===== config.mk =====
export PLATFORM = sky130hd
export DESIGN_NAME = rpn_stack_ctrl
export DESIGN_NICKNAME = d
export VERILOG_FILES = /design/src/rtl/rpn_pkg.sv /design/src/rtl/rpn_alu.sv /design/src/rtl/rpn_stack_ctrl.sv
export SDC_FILE = /design/constraint.sdc
export NUM_CORES = 1
export LEC_CHECK = 0
export CAP_MARGIN = 20
export CORE_ASPECT_RATIO = 0.7
export CORE_MARGIN = 1
export CORE_UTILIZATION = 40
export CTS_CLUSTER_SIZE = 14
export DETAILED_ROUTE_END_ITERATION = 8
export GPL_TIMING_DRIVEN = 0
export PLACE_DENSITY = 0.65
export SLEW_MARGIN = 10
export SYNTH_ARGS = -nofsm -noshare
export SYNTH_HDL_FRONTEND = slang
export SYNTH_HIERARCHICAL = 1
export SYNTH_SLANG_ARGS = --single-unit

===== constraint.sdc =====
create_clock -name clk -period 3.2 [get_ports clk]
set_input_delay 0.64 -clock clk [delete_from_list [all_inputs] [get_ports clk]]
set_output_delay 0.64 -clock clk [all_outputs]
set_load 0.005 [all_outputs]

===== src/rtl/rpn_pkg.sv =====
// Shared definitions for the RPN stack controller: token opcodes, error codes,
// FSM states and default geometry of the attached hardware stack.
package rpn_pkg;

  localparam int DEF_DEPTH = 64;
  localparam int DEF_WIDTH = 16;

  typedef enum logic [2:0] {
    OP_PUSH = 3'd0,
    OP_ADD  = 3'd1,
    OP_SUB  = 3'd2,
    OP_AND  = 3'd3,
    OP_XOR  = 3'd4,
    OP_DUP  = 3'd5,
    OP_DROP = 3'd6,
    OP_EMIT = 3'd7
  } op_e;

  localparam logic [1:0] ERR_UNDERFLOW = 2'd1;
  localparam logic [1:0] ERR_OVERFLOW  = 2'd2;

  typedef enum logic [2:0] {
    ST_INIT,
    ST_IDLE,
    ST_POP1,
    ST_POP2,
    ST_CAP,
    ST_PUSH1,
    ST_PUSH2,
    ST_ERR
  } state_e;

  function automatic logic is_binary(input op_e op);
    return (op == OP_ADD) || (op == OP_SUB) || (op == OP_AND) || (op == OP_XOR);
  endfunction

endpackage


===== src/rtl/rpn_alu.sv =====
// Combinational two-operand unit; a is the former top of stack, b the word
// beneath it, so every result is b op a.
module rpn_alu
  import rpn_pkg::*;
#(
  parameter int WIDTH = DEF_WIDTH
) (
  input  op_e              op,
  input  logic [WIDTH-1:0] a,
  input  logic [WIDTH-1:0] b,
  output logic [WIDTH-1:0] result
);

  always_comb begin
    result = '0;
    case (op)
      OP_ADD:  result = b + a;
      OP_SUB:  result = b - a;
      OP_AND:  result = b & a;
      OP_XOR:  result = b ^ a;
      default: result = '0;
    endcase
  end

endmodule


===== src/rtl/rpn_stack_ctrl.sv =====
// Sole master of one hardware stack: consumes RPN tokens, sequences the
// push/pop/clear strobes and tracks occupancy locally.
module rpn_stack_ctrl
  import rpn_pkg::*;
#(
  parameter int DEPTH = DEF_DEPTH,
  parameter int WIDTH = DEF_WIDTH
) (
  input  logic             clk,
  input  logic             reset,
  input  logic             tok_valid,
  output logic             tok_ready,
  input  logic [2:0]       tok_op,
  input  logic [WIDTH-1:0] tok_data,
  output logic             stk_en,
  output logic             stk_rw,
  output logic             stk_clr,
  output logic [WIDTH-1:0] stk_din,
  input  logic [WIDTH-1:0] stk_dout,
  input  logic             stk_full,
  input  logic             stk_empty,
  output logic             res_valid,
  output logic [WIDTH-1:0] res_data,
  output logic             err,
  output logic [1:0]       err_code,
  output logic [6:0]       depth
);

  localparam logic [6:0] DEPTH_MAX = 7'(DEPTH);

  state_e           state;
  op_e              op_reg;
  logic [WIDTH-1:0] a_reg;
  logic [WIDTH-1:0] res_hold;
  logic [WIDTH-1:0] alu_res;
  logic [1:0]       need_pop;
  logic             need_space;
  logic             underflow;
  logic             overflow;

  rpn_alu #(.WIDTH(WIDTH)) u_alu (
    .op     (op_reg),
    .a      (a_reg),
    .b      (stk_dout),
    .result (alu_res)
  );

  // Operand and free-space requirements of the offered token, judged at accept.
  always_comb begin
    need_pop   = 2'd0;
    need_space = 1'b0;
    case (op_e'(tok_op))
      OP_PUSH: need_space = 1'b1;
      OP_DUP: begin
        need_pop   = 2'd1;
        need_space = 1'b1;
      end
      OP_DROP, OP_EMIT: need_pop = 2'd1;
      default: need_pop = 2'd2;
    endcase
    underflow = (depth < {5'd0, need_pop}) || ((need_pop != 2'd0) && stk_empty);
    overflow  = need_space && ((depth >= DEPTH_MAX) || stk_full);
  end

  // The popped word arrives a cycle after the strobe, so EMIT forwards it live.
  assign res_data = res_valid ? stk_dout : res_hold;

  always_ff @(posedge clk or negedge reset) begin
    if (!reset) begin
      state     <= ST_INIT;
      op_reg    <= OP_PUSH;
      a_reg     <= '0;
      res_hold  <= '0;
      tok_ready <= 1'b0;
      stk_en    <= 1'b0;
      stk_rw    <= 1'b0;
      stk_clr   <= 1'b0;
      stk_din   <= '0;
      res_valid <= 1'b0;
      err       <= 1'b0;
      err_code  <= 2'd0;
      depth     <= 7'd0;
    end else begin
      stk_en    <= 1'b0;
      stk_rw    <= 1'b0;
      stk_clr   <= 1'b0;
      stk_din   <= '0;
      res_valid <= 1'b0;
      err       <= 1'b0;
      case (state)
        ST_INIT: begin
          if (!stk_clr) begin
            stk_en  <= 1'b1;
            stk_clr <= 1'b1;
          end else begin
            tok_ready <= 1'b1;
            state     <= ST_IDLE;
          end
        end
        ST_IDLE: begin
          if (tok_valid && tok_ready) begin
            tok_ready <= 1'b0;
            op_reg    <= op_e'(tok_op);
            if (underflow) begin
              err      <= 1'b1;
              err_code <= ERR_UNDERFLOW;
              state    <= ST_ERR;
            end else if (overflow) begin
              err      <= 1'b1;
              err_code <= ERR_OVERFLOW;
              state    <= ST_ERR;
            end else if (op_e'(tok_op) == OP_PUSH) begin
              stk_en  <= 1'b1;
              stk_rw  <= 1'b1;
              stk_din <= tok_data;
              depth   <= depth + 7'd1;
              state   <= ST_PUSH2;
            end else begin
              stk_en <= 1'b1;
              depth  <= (op_e'(tok_op) == OP_DUP) ? depth + 7'd1 : depth - 7'd1;
              state  <= ST_POP1;
            end
          end
        end
        ST_POP1: begin
          if (op_reg == OP_DROP) begin
            tok_ready <= 1'b1;
            state     <= ST_IDLE;
          end else if (op_reg == OP_EMIT) begin
            res_valid <= 1'b1;
            state     <= ST_CAP;
          end else if (is_binary(op_reg)) begin
            stk_en <= 1'b1;
            state  <= ST_POP2;
          end else begin
            state <= ST_CAP;
          end
        end
        ST_POP2: begin
          a_reg <= stk_dout;
          state <= ST_CAP;
        end
        ST_CAP: begin
          if (op_reg == OP_EMIT) begin
            res_hold  <= stk_dout;
            tok_ready <= 1'b1;
            state     <= ST_IDLE;
          end else if (op_reg == OP_DUP) begin
            a_reg   <= stk_dout;
            stk_en  <= 1'b1;
            stk_rw  <= 1'b1;
            stk_din <= stk_dout;
            state   <= ST_PUSH1;
          end else begin
            stk_en  <= 1'b1;
            stk_rw  <= 1'b1;
            stk_din <= alu_res;
            state   <= ST_PUSH2;
          end
        end
        ST_PUSH1: begin
          stk_en  <= 1'b1;
          stk_rw  <= 1'b1;
          stk_din <= a_reg;
          state   <= ST_PUSH2;
        end
        ST_PUSH2, ST_ERR: begin
          tok_ready <= 1'b1;
          state     <= ST_IDLE;
        end
        default: state <= ST_INIT;
      endcase
    end
  end

endmodule

==> summary.txt <==
Logic synthesis
  – Synth Instances: 582
  – Yosys reg bits: just under 70
  – Mapped cell area: 5150 um2
  – Syn Nets: ~660
  – Syn avg cell area: 8.86 um2
  – Ys Warns: 6
  – Share of flip-flops with an asynchronous set or reset: 100%
  – Post-synth EDFFs: 0
  – Post-synth top area share: between 30 and 40%
  – Synth cell types: 63
  – Primary FF master, synth: dfrtp_1
  – Top cells by area, synth: dfrtp_1 (33%), mux2_2 (11%), ha_1 (8.5%), nor2_1 (6.8%), a21oi_1 (4.7%)
  – Post-synthesis sequential area ratio: approximately a third
  – Post-synth top area cell: dfrtp_1

STA
  – Clock skew: a little under 0.007 ns
  – Fmax: 259 MHz
  – Slew Limit Fails: 0
  – Tcrit/Tclk final: 121%
  – Final setup vio count: 13
  – Slew margin rel.: 49.6%
  – Worst Max-Slew Pin Slew: approximately 0.75 ns
  – Final worst slack: -0.668 ns
  – Unrepaired setup endpoints after global routing: true
  – Final Hold Viols: 0
  – Final Critical Period: between 3 and 4 ns

Status
  – Status: finished with violations
  – Failing checks: setup timing

Setup path
  – CP Launch Type: flip-flop
  – Critical path class: flip-flop to flip-flop
  – Reg2reg start: a_reg[0]
  – Arr. time, crit path: approximately 4.1 ns
  – Reg2reg path depth: 18
  – Worst reg2reg path endpoint: stk_din[15]
  – WP data required: roughly 3.4 ns
  – Crit-path max FO: 3
  – Critical Path End Type: flip-flop
  – Worst reg-to-reg setup slack: -0.67 ns
  – Setup crit start: a_reg[0]

Placement
  – Cells after DPL: 830
  – Routability Congestion: around 0.9
  – Placed Instance Area: between 6000 and 7000 um2
  – Input/output buffers: 85
  – DP HPWL: 12000 um

Layout
  – Filler cell count: 1083
  – Fin nets: ~800
  – Multi-input combinational cell area: around 3600 um2
  – Finished Core Util: approximately 60%
  – Sequential cell area: ~1700 um2
  – Share of cells above drive strength 1: 27.7%
  – Antenna diode count: 0
  – Non-Filler Instances: a little under 900
  – P&R area growth vs syn: 42.5%
  – Design area: between 7000 and 8000 um2

Die
  – I/O pin total: between 80 and 90
  – Num rows: 34
  – Die width: 138 um
  – Die Ht: 97.0 um
  – Core footprint: 12500 um2
  – Initial Utilization: 41.2%
  – Die area: roughly 13000 um2

Route
  – Detailed Route Iter0 Violations: between 500 and 600
  – WL/cell: 19.2 um
  – Total iterations of the first detailed-routing run: 5
  – Post-route ant nets: 0
  – Via density: around 5.8
  – Via Count: between 5000 and 6000
  – DRC viols: 0
  – WL final: about 17000 um

Clock tree
  – Root Buffer: clkbuf_16
  – Inserted Clock Buffers: 9
  – Later-pin clock latency in the skew report: 0.34 ns
  – H-Tree Depth: 3
  – Worst-case clock buffer depth: 2
  – CTS tree: built
  – CTS clk-pin slew, worst paths: about 0.060 ns
  – CTS Sinks: 69
  – Hold Buf Count CTS: 0

Min path
  – HP Class: input port to async pin

GRT
  – First-pass GRT wire length: about 25000 um
  – GRT Util Overall: between 20% and 30%
  – Layer with the highest usage: met1
  – Global Route met3 Usage: approximately 4.4%
  – Met1 Usage GRT: 40.1%
  – Vias in the first global route: ~4700
  – Initial antenna violation count: 1
  – Maximum number of pins on one net before global-route repair: 44
  – Grt total ovfl: 0
  – M2 GR Usage: 34.6%

Pwr
  – Pwr dens: around 1300 nW/um2
  – Maximum vdd drop: between 500 and 600 uV
  – Final Power: between 9 and 10 mW
  – Leakage: just over 3 nW

Run
  – Max-cap violations: 0
-- cell usage after synthesis (3+ instances only) --
| master | n |
|---|---|
| o21bai_1 | 3 |
| nor3b_1 | 4 |
| a21o_1 | 4 |
| nor3_1 | 10 |
| inv_1 | 15 |
| nand2b_1 | 9 |
| o22ai_1 | 3 |
| nor2b_1 | 3 |
| o31ai_1 | 4 |
| a21oi_1 | 48 |
| a221o_1 | 17 |
| a22oi_1 | 4 |
| xor2_1 | 14 |
| mux2_2 | 50 |
| a41oi_1 | 3 |
| nand2_1 | 48 |
| dfrtp_1 | 69 |
| nand3_1 | 12 |
| nor2_1 | 93 |
| ha_1 | 35 |
| a31oi_1 | 3 |
| o211ai_1 | 7 |
| clkbuf_1 | 22 |
| mux2i_1 | 5 |
| xnor2_1 | 21 |
| o21ai_0 | 29 |
-- stage by stage --
stage / hold slack (ns) / TNS [ns] / setup WS [ns]
final: 0.204 / -3.72 / -0.668
after global routing: 0.235 / -5.42 / -0.792
after CTS: 0.213 / -1.83 / -0.511
after detailed placement: 0.491 / -6.69 / -0.847
after global placement: 0.463 / -66.41 / -1.13
after floorplan: 0.344 / -0.355 / -0.181
-- cells in the final DEF (no fill, tap or decap), types with 4 or more instances in the layout --
cell type / count
clkbuf_16: 9
nor3_1: 9
dfrtp_2: 9
buf_6: 12
a21o_1: 4
a21oi_1: 36
a221o_1: 17
xor2_1: 13
inv_1: 12
clkbuf_1: 20
clkdlybuf4s50_1: 83
a22oi_1: 4
mux2i_1: 5
nand2_2: 4
o211ai_1: 7
ha_1: 29
nor2_1: 86
xnor2_2: 5
xnor2_1: 16
buf_4: 38
o21ai_1: 17
a21oi_2: 13
nor2_4: 5
dfrtp_1: 60
mux2_2: 50
nand3_1: 12
nand2_1: 44
nor3b_1: 4
nand2b_1: 7
o21ai_2: 4
o21ai_0: 9
-- kinds of logic after synthesis --
family	synth area share [%]
mux	11.9
simple gates	17.5
compound gates	18.5
buf+inv	3.76
xor+xnor	5.95
flops	33.5
fa+ha+maj	8.88
-- per-layer routing --
| layer | part of all wire [%] | vias to the layer above | wire, um |
|---|---|---|---|
| met5 | 0 | - | 0 |
| met4 | 0.78 | 0 | 133 |
| met3 | 8.4 | 18 | 1440 |
| met2 | 43 | 248 | 7360 |
| met1 | 48 | 2500 | 8230 |
| li1 | - | 2396 | - |
-- worst max-delay path by stage --
stage	end	depth (start not counted)
final	stk_din[15]	18
after global routing	stk_din[15]	17
after CTS	stk_din[14]	16
after detailed placement	stk_din[12]	14
after global placement	op_reg[1]	1
after floorplan	stk_din[15]	17
-- power breakdown --
part           switching [mW]  internal (mW)
Clock                   0.400          0.630
Sequential              0.438           1.29
Combinational            3.32           3.26
-- worst max-delay path, stage by stage, from the launching register on --
cell and delay (ns):
dfrtp_2 0.41, inv_2 0.08, ha_4 0.15, nand3b_1 0.14
or4b_4 0.51, or2_4 0.25, buf_4 0.13, o41ai_2 0.25
xor2_1 0.11, ha_1 0.24, a2111o_1 0.45, o22ai_2 0.17
a21oi_2 0.05, xnor2_1 0.13, o21ai_1 0.11, nand2_1 0.11
a21oi_2 0.13, nor2_1 0.05, a221o_1 0.27
-- cell type report --
type	count	area share (%)
Tap cell	162	2.76
Clock buffer	10	3.25
Timing Repair Buffer	135	17.8
Buffer	29	2.20
Multi-Input combinational cell	469	48.7
Inverter	15	0.766
Sequential cell	69	23.7
Clock inverter	6	0.954
-- what timing repair did --
action / 4_1_cts / 5_1_grt
hold endpoints to repair: 0 / 0
gates resized for setup: 66 / 53
setup endpoints to repair: 23 / 14
setup buffers: 31 / 22
pin swaps: 33 / 57
Power figures use the tool's default switching activity.
